[config.mk]
export PLATFORM = sky130hd
export DESIGN_NAME = clockworks
export DESIGN_NICKNAME = d
export VERILOG_FILES = /design/src/rtl/clockworks.sv
export SDC_FILE = /design/constraint.sdc
export NUM_CORES = 1
export LEC_CHECK = 0
export ABC_AREA = 0
export CORE_MARGIN = 2
export CORE_UTILIZATION = 55
export CTS_CLUSTER_DIAMETER = 60
export CTS_CLUSTER_SIZE = 30
export DETAILED_ROUTE_END_ITERATION = 8
export PLACE_DENSITY = 0.81
export SYNTH_ARGS = -nofsm -noshare
export SYNTH_HDL_FRONTEND = slang
export SYNTH_SLANG_ARGS = --single-unit
export TNS_END_PERCENT = 50
[constraint.sdc]
create_clock -name CLK -period 1.99 [get_ports CLK]
set_input_delay 0.2985 -clock CLK [delete_from_list [all_inputs] [get_ports CLK]]
set_output_delay 0.2985 -clock CLK [all_outputs]
set_load 0.005 [all_outputs]
[src/rtl/clockworks.sv]
// rtl/clockworks.sv - board clock divider and stretched core reset generator
// Core clock is a power-of-two division of CLK; core reset releases after a counted stretch.
module clockworks #(
   parameter int SLOW     = 0,
   parameter int RST_BITS = 16
) (
   input  logic CLK,
   input  logic RESET,
   output logic clk,
   output logic resetn
);

   generate
      if (SLOW == 0) begin : g_nodiv
         assign clk = CLK;
      end else begin : g_div
         logic [SLOW-1:0] div_cnt_q;
         logic [SLOW-1:0] div_cnt_d;

         always_comb begin
            div_cnt_d = div_cnt_q + SLOW'(1);
         end

         always_ff @(posedge CLK or negedge RESET) begin
            if (!RESET) begin
               div_cnt_q <= '0;
            end else begin
               div_cnt_q <= div_cnt_d;
            end
         end

         // Taking the MSB of a register keeps the core clock glitch-free.
         assign clk = div_cnt_q[SLOW-1];
      end
   endgenerate

   logic [RST_BITS-1:0] rst_cnt_q;
   logic [RST_BITS-1:0] rst_cnt_d;

   // Saturating at all-ones makes resetn rise exactly once per release.
   always_comb begin
      rst_cnt_d = rst_cnt_q;
      if (!(&rst_cnt_q)) begin
         rst_cnt_d = rst_cnt_q + RST_BITS'(1);
      end
   end

   always_ff @(posedge clk or negedge RESET) begin
      if (!RESET) begin
         rst_cnt_q <= '0;
      end else begin
         rst_cnt_q <= rst_cnt_d;
      end
   end

   assign resetn = &rst_cnt_q;

endmodule

==> results of run 1 <==
per-layer routing:
| metal | vias up | global-route usage, % | share of wire [%] |
|---|---|---|---|
| met3 | 11 | 8.26 | 6.3 |
| met1 | 370 | 32.1 | 40 |
| met5 | - | 0 | 0 |
| met2 | 38 | 46.6 | 50 |
| met4 | 0 | 12.3 | 3.3 |
| li1 | 325 | - | - |
synthesized netlist by cell type:
library cell | instances | area [um2]
nand4_1 | 5 | 31.3
nand2_1 | 10 | 37.5
inv_6 | 1 | 8.76
a31oi_1 | 1 | 6.26
mux2i_1 | 1 | 10.0
dfrtp_1 | 16 | 400
xor2_1 | 2 | 17.5
mux2_2 | 2 | 22.5
ha_1 | 1 | 12.5
and3_1 | 2 | 12.5
buf_6 | 1 | 11.3
nand4_2 | 1 | 12.5
nor2_1 | 4 | 15.0
a21oi_1 | 1 | 5.00
or4_1 | 1 | 7.51
nand2b_1 | 1 | 6.26
nand3_1 | 8 | 40.0
nor4_1 | 1 | 6.26
xnor2_1 | 8 | 70.1
o21a_1 | 1 | 7.51
buf_4 | 1 | 7.51
nor3_1 | 3 | 15.0
nor2_2 | 1 | 6.26
timing repair:
item | CTS | global route
setup buffers | 7 | 2
pin swaps | 4 | 5
setup endpoints to repair | 1 | 2
resized for setup | 9 | 4
hold endpoints to repair | 0 | 0
area by class of cell:
cell class                      instances  area [um2]
Sequential cell                        16         400
Tap cell                               15        18.8
Multi-Input combinational cell         54         368
Clock buffer                            7        55.1
Fill cell                              69         215
Inverter                                1        8.76
Timing Repair Buffer                   30         235
per-stage QoR:
stage / TNS (ns) / hold slack, ns / setup WS (ns) / instances / instance area, um2
floorplan: 0 / 0.00291 / 0.322 / 73 / 769
global route: -0.0877 / 0.206 / -0.0822 / 123 / 1090
global placement: -0.00623 / 0.482 / -0.00623 / 110 / 957
finish: -0.0223 / 0.192 / -0.0223 / 123 / 1090
detailed placement: -0.0346 / 0.492 / -0.0346 / 110 / 957
CTS: -0.138 / 0.228 / -0.0849 / 123 / 1070
final timing paths:
check	depth (start not counted)	slack (ns)	endpoint
max	5	-0.02	resetn
min	2	0.19	rst_cnt_q[10]
max reg2reg	8	0.06	rst_cnt_q[14]
min reg2reg	1	0.52	rst_cnt_q[7]
max in group asynchronous	2	1.61	rst_cnt_q[15]
min in group CLK	1	0.52	rst_cnt_q[7]
logic make-up after synthesis:
group	count (synthesis)	synth area share [%]
adder cells (fa/ha/maj)	1	1.63
multiplexers	3	4.23
buffers and inverters	3	3.58
AO/OA/AOI/OAI	3	2.44
flip-flops	16	52.0
AND/OR/NAND/NOR	37	24.7
XOR/XNOR	10	11.4
layout by cell type, fill, tap and decap left out:
cell | synthesis | routed
a21oi_1 | 1 | 1
a31oi_1 | 1 | 1
and3_1 | 2 | 1
and3_4 | 0 | 1
buf_4 | 1 | 27
buf_6 | 1 | 2
clkbuf_4 | 0 | 6
clkdlybuf4s50_1 | 0 | 2
clkinv_4 | 0 | 1
dfrtp_1 | 16 | 16
ha_2 | 0 | 1
mux2_2 | 2 | 1
mux2_4 | 0 | 1
mux2i_1 | 1 | 1
nand2_1 | 10 | 10
nand2b_1 | 1 | 1
nand3_1 | 8 | 8
nand4_1 | 5 | 5
nand4_2 | 1 | 1
nor2_1 | 4 | 4
nor2_2 | 1 | 1
nor3_1 | 3 | 2
nor3_4 | 0 | 1
nor4_1 | 1 | 1
o21a_1 | 1 | 1
or4_4 | 0 | 1
xnor2_1 | 8 | 8
xor2_1 | 2 | 2
worst max-delay path, cell delays in order, from the launching register on:
cell      delay (ns)
dfrtp_1         0.37
ha_2            0.20
nand4_1         0.12
or4_4           0.46
clkinv_4        0.07
buf_6           0.08
where the power goes:
part	total (W)	leakage, nW	internal (W)	switching, W
Sequential	0.000325	0.209	0.000325	0
Clock	0.000311	0.0315	0.000171	0.000140
Combinational	0.00000930	0.291	0.00000302	0.00000628
Total	0.000645	0.532	0.000499	0.000146
==> impl_metrics.toml, run 1 <==
[status]
status = "complete, but fails checks"
failed_checks = "negative setup slack"

[pwr]
leakagePower_nw = 0.532
max-vdd-ir-drop_mv = 0.451
pwr_density_cell_nw_per_um2 = 594
totalPowerFinal_w = 0.000645

[timing]
finalCritPeriodShare_pct = 101
setup_violations = 1
worst_pin_slew_ns = 0.552
slew_violations = 0
max_slew_margin_pct = 62.9
finClkSkew_ns = 0.00689
rsz0062_at_grt = "yes"
min_period_ns = 2.01
fin_ws_ns = -0.0223
hold_violations = 0
fmax_ghz = 0.497

[detailed_routing]
dr.pass1.iters = 4
first_iter_violations = 45
vias = 744
routed_wl_mm = 2.01
post_drt_wl_per_cell_um = 16.4
drcViolationCount = 0
routed_via_density = 6.05
ant_nets = 0

[floorplan]
die_w_um = 41.4
die_area_um2 = 1710
fp.coreArea_um2 = 1300
die_y_um = 41.4
io-pin-count = 4
start_util_pct = 59.1
num_rows = 13

[synthesis]
syn-instance-count = 73
ys_seq_area_share_pct = 52.0
syn_avg_cell_area_um2 = 10.5
syn_nets = 76
ys_ff_latch = 16
synth.distinct_cells = 23
synth_area_um2 = 769
yosys_warnings = 0

[layout]
largest_reg_flops = 16
layout.nets = 113
area_growth_pct = 41.1
drive_above_1_share_pct = 40.7
largest-register = "rst_cnt_q"
biggestRegsByFlops = "rst_cnt_q (16)"
final_util_pct = 83.5
antenna_cells = 0

[placement]
place_congestion = 0.796
portBuffers = 3
hpwlAfterDp_mm = 1.17

[run]
max_cap_violations = 0

[cts]
cts_tree = "yes"
cts_hold_buffers = 0
insertion_delay_ns = 0.42
clk_pin_slew_ns = 0.10

[grt]
antenna_found_initial = 0
overflow = 0
grt_usage_pct = 27.6
grt_start_max_net_pins = 17
grt_pass1_wl_mm = 3.46
grt_pass1_vias = 780

[setup_path]
cp-end-kind = "output port"
arrival_ns = 1.71
start_kind = "register"
crit_fanout = 2
worstSetupPathType = "reg -> out"
critPathLaunch = "rst_cnt_q[0]"
required_ns = 1.69
critical_path.reg2reg.startpoint = "rst_cnt_q[0]"

[hold_path]
worstHoldPathType = "in -> async"
Power figures use the tool's default switching activity.
==> run 2, diff against run 1 <==
ABC_AREA = 1   (was 0)
CORE_UTILIZATION = 58   (was 55)
CTS_CLUSTER_SIZE = 20   (was 30)
PLACE_DENSITY = 0.84   (was 0.81)
==> impl_metrics.toml, run 2 <==
[timing]
min_period_ns = 1.97
finClkSkew_ns = 0.00729
finalCritPeriodShare_pct = 99.0
fin_ws_ns = 0.0190
hold_violations = 0
max_slew_margin_pct = 80.1
finalSetupTns_ns = 0
setup_violations = 0
fmax_ghz = 0.507
slew_violations = 0
worst_pin_slew_ns = 0.297

[setup_path]
path_delay_family = "flip-flops"
worst-path-buf-inv = 2
cp_common_cell = "nand3_2"
start_kind = "register"
cp_num_cells = 6
reg2reg_depth = 9
cp-end-kind = "output port"
arrival_ns = 1.67
critical_path.reg2reg.startpoint = "rst_cnt_q[1]"
cp_slowest_stage_delay_ns = 0.42
required_ns = 1.69
crit_path_top_delay_cell = "dfrtp_1"
critical_path.endpoint = "resetn"
crit_fanout = 4
rrSetupSlack_ns = 0.53
rr_endpoint = "rst_cnt_q[1]"
crit_chain = "ha_4 -> nand3_2 -> inv_2 -> nand3_2 -> nor2_2 -> dlygate4sd2_1"
worstSetupPathType = "reg -> out"
critPathLaunch = "rst_cnt_q[1]"

[synthesis]
syn-instance-count = 125
syn_nets = 128
ys_seq_area_share_pct = 40.5
syn_avg_cell_area_um2 = 7.91
ys_ff_latch = 16
synth_top_area_share_pct = 40.5
synth_area_um2 = 988
synth_edf_count = 0
ys_async_sr_fraction_pct = 100
yosys_warnings = 0
synth_ff_type = "dfrtp_1"
synth_top_cell_by_area = "dfrtp_1"
synthTopCellsByArea = "dfrtp_1, nand2_1, nand3_2"
synth.distinct_cells = 21
synth_most_common_cell = "nand2_1"
synthTopCellsByCount = "nand2_1, dfrtp_1, nor2_1"

[pwr]
switchingPower_w = 0.000140
leakagePower_nw = 0.586
pwr_density_cell_nw_per_um2 = 551
intPower_w = 0.000487
max-vdd-ir-drop_mv = 0.395
clkPwrFrac_pct = 46.7
power_frac_comb_pct = 1.5
pwr-share-seq_pct = 51.8
power_switching_share_pct = 22.3

[layout]
drive_above_1_share_pct = 32.9
area_growth_pct = 15.2
fill_cells = 99
finalInstanceArea_um2 = 1140
final_cell_mix = "nand2_1, dfrtp_1, nor2_1"
layout_commonest_cell = "nand2_1"
antenna_cells = 0
layout.nets = 145
largest_reg_flops = 16
biggestRegsByFlops = "rst_cnt_q (16)"
largest-register = "rst_cnt_q"

[grt]
grt_pass1_wl_mm = 3.62
grt_start_max_net_pins = 17
grt_pass1_vias = 846
grt_usage_pct = 26.1
overflow = 0
antenna_found_initial = 0

[floorplan]
die_y_um = 45.3
num_rows = 14
start_util_pct = 63.4
io-pin-count = 4
die_area_um2 = 2050
die_w_um = 45.3
fp.coreArea_um2 = 1560

[detailed_routing]
drcViolationCount = 0
routed_via_density = 5.97
post_drt_wl_per_cell_um = 14.7
dr.pass1.iters = 4
ant_nets = 0
vias = 931
routed_wl_mm = 2.30
first_iter_violations = 42

[cts]
insertion_delay_ns = 0.40
cts_hold_buffers = 0
cts_tree = "yes"
clk_pin_slew_ns = 0.09

[placement]
place_area_um2 = 1030
post-place-ws_ns = 0.0726
place_congestion = 0.855
portBuffers = 3
hpwlAfterDp_mm = 1.39

[run]
max_cap_violations = 0

[hold_path]
worstHoldPathType = "in -> async"

[status]
status = "finished, final reports clean"
-- run 2: changes by cell type after synthesis, moves of 2 or more --
| cell | change |
|---|---|
| inv_1 | +12 |
| and3_1 | -2 |
| nand3_1 | +3 |
| nand2_1 | +20 |
| nand2_2 | +6 |
| xor2_1 | -2 |
| nor2_1 | +10 |
| xnor2_1 | -6 |
| nor3_1 | -3 |
| inv_2 | +4 |
| nand3_2 | +9 |
| nor2_2 | +2 |
| mux2_2 | -2 |
| or2_2 | +4 |
-- run 2: final cells by class --
| class | instances | area (um2) | share of cell area [%] |
|---|---|---|---|
| multi-input cells | 91 | 527 | 46.3 |
| flip-flops and latches | 16 | 400 | 35.2 |
| repair buffers | 10 | 78.8 | 6.92 |
| inverters | 16 | 60.1 | 5.27 |
| clock buffers | 7 | 52.6 | 4.62 |
| well taps | 16 | 20.0 | 1.76 |
-- run 2: cells by family after synthesis --
group	count (synthesis)	share of synthesized area, %
xor+xnor	2	1.77
flops	16	40.5
simple gates	86	47.5
fa+ha+maj	1	1.27
buf+inv	18	7.97
compound gates	2	1.01
-- run 2: layer usage --
layer	part of all wire (%)	global-route usage, %	up-vias
met5	0	0	-
met4	4.3	19.4	0
met3	6.3	6.40	18
met2	50	40.6	61
met1	40	31.0	427
li1	-	-	425
-- run 2: stage by stage --
stage          hold slack [ns]  util (%)  total power [W]  std cells
3_3_place_gp             0.500      66.4         0.000383        144
6_report                 0.211      73.0         0.000627        156
2_1_floorplan          0.00291         -         0.000364        125
4_1_cts                  0.216      71.7         0.000648        153
3_5_place_dp             0.504      66.4         0.000383        144
5_1_grt                  0.230      73.0         0.000650        156
-- run 2: power groups by stage --
| stage | logic [W] | clock network, W | registers [W] |
|---|---|---|---|
| after global routing | 0.0000111 | 0.000314 | 0.000325 |
| after floorplan | 0.000000000297 | 0.0000326 | 0.000331 |
| after global placement | 0.00000986 | 0.0000423 | 0.000331 |
| final | 0.00000946 | 0.000293 | 0.000325 |
| after detailed placement | 0.00000977 | 0.0000423 | 0.000331 |
| after CTS | 0.00000985 | 0.000314 | 0.000325 |
-- run 2: how the worst min path moves through the flow --
| stage | from | endpoint | slack, ns |
|---|---|---|---|
| floorplan | RESET | rst_cnt_q[0] | 0.003 |
| global placement | rst_cnt_q[14] | rst_cnt_q[14] | 0.50 |
| finish | RESET | rst_cnt_q[14] | 0.21 |
| CTS | RESET | rst_cnt_q[14] | 0.22 |
| detailed placement | rst_cnt_q[14] | rst_cnt_q[14] | 0.50 |
| global route | RESET | rst_cnt_q[14] | 0.23 |
-- run 2: repair_timing --
item,in CTS,in global routing
setup endpoints to repair,1,2
endpoints found under the hold margin,0,0
resized for setup,4,1
pin swaps,1,2
buffers inserted,3,3
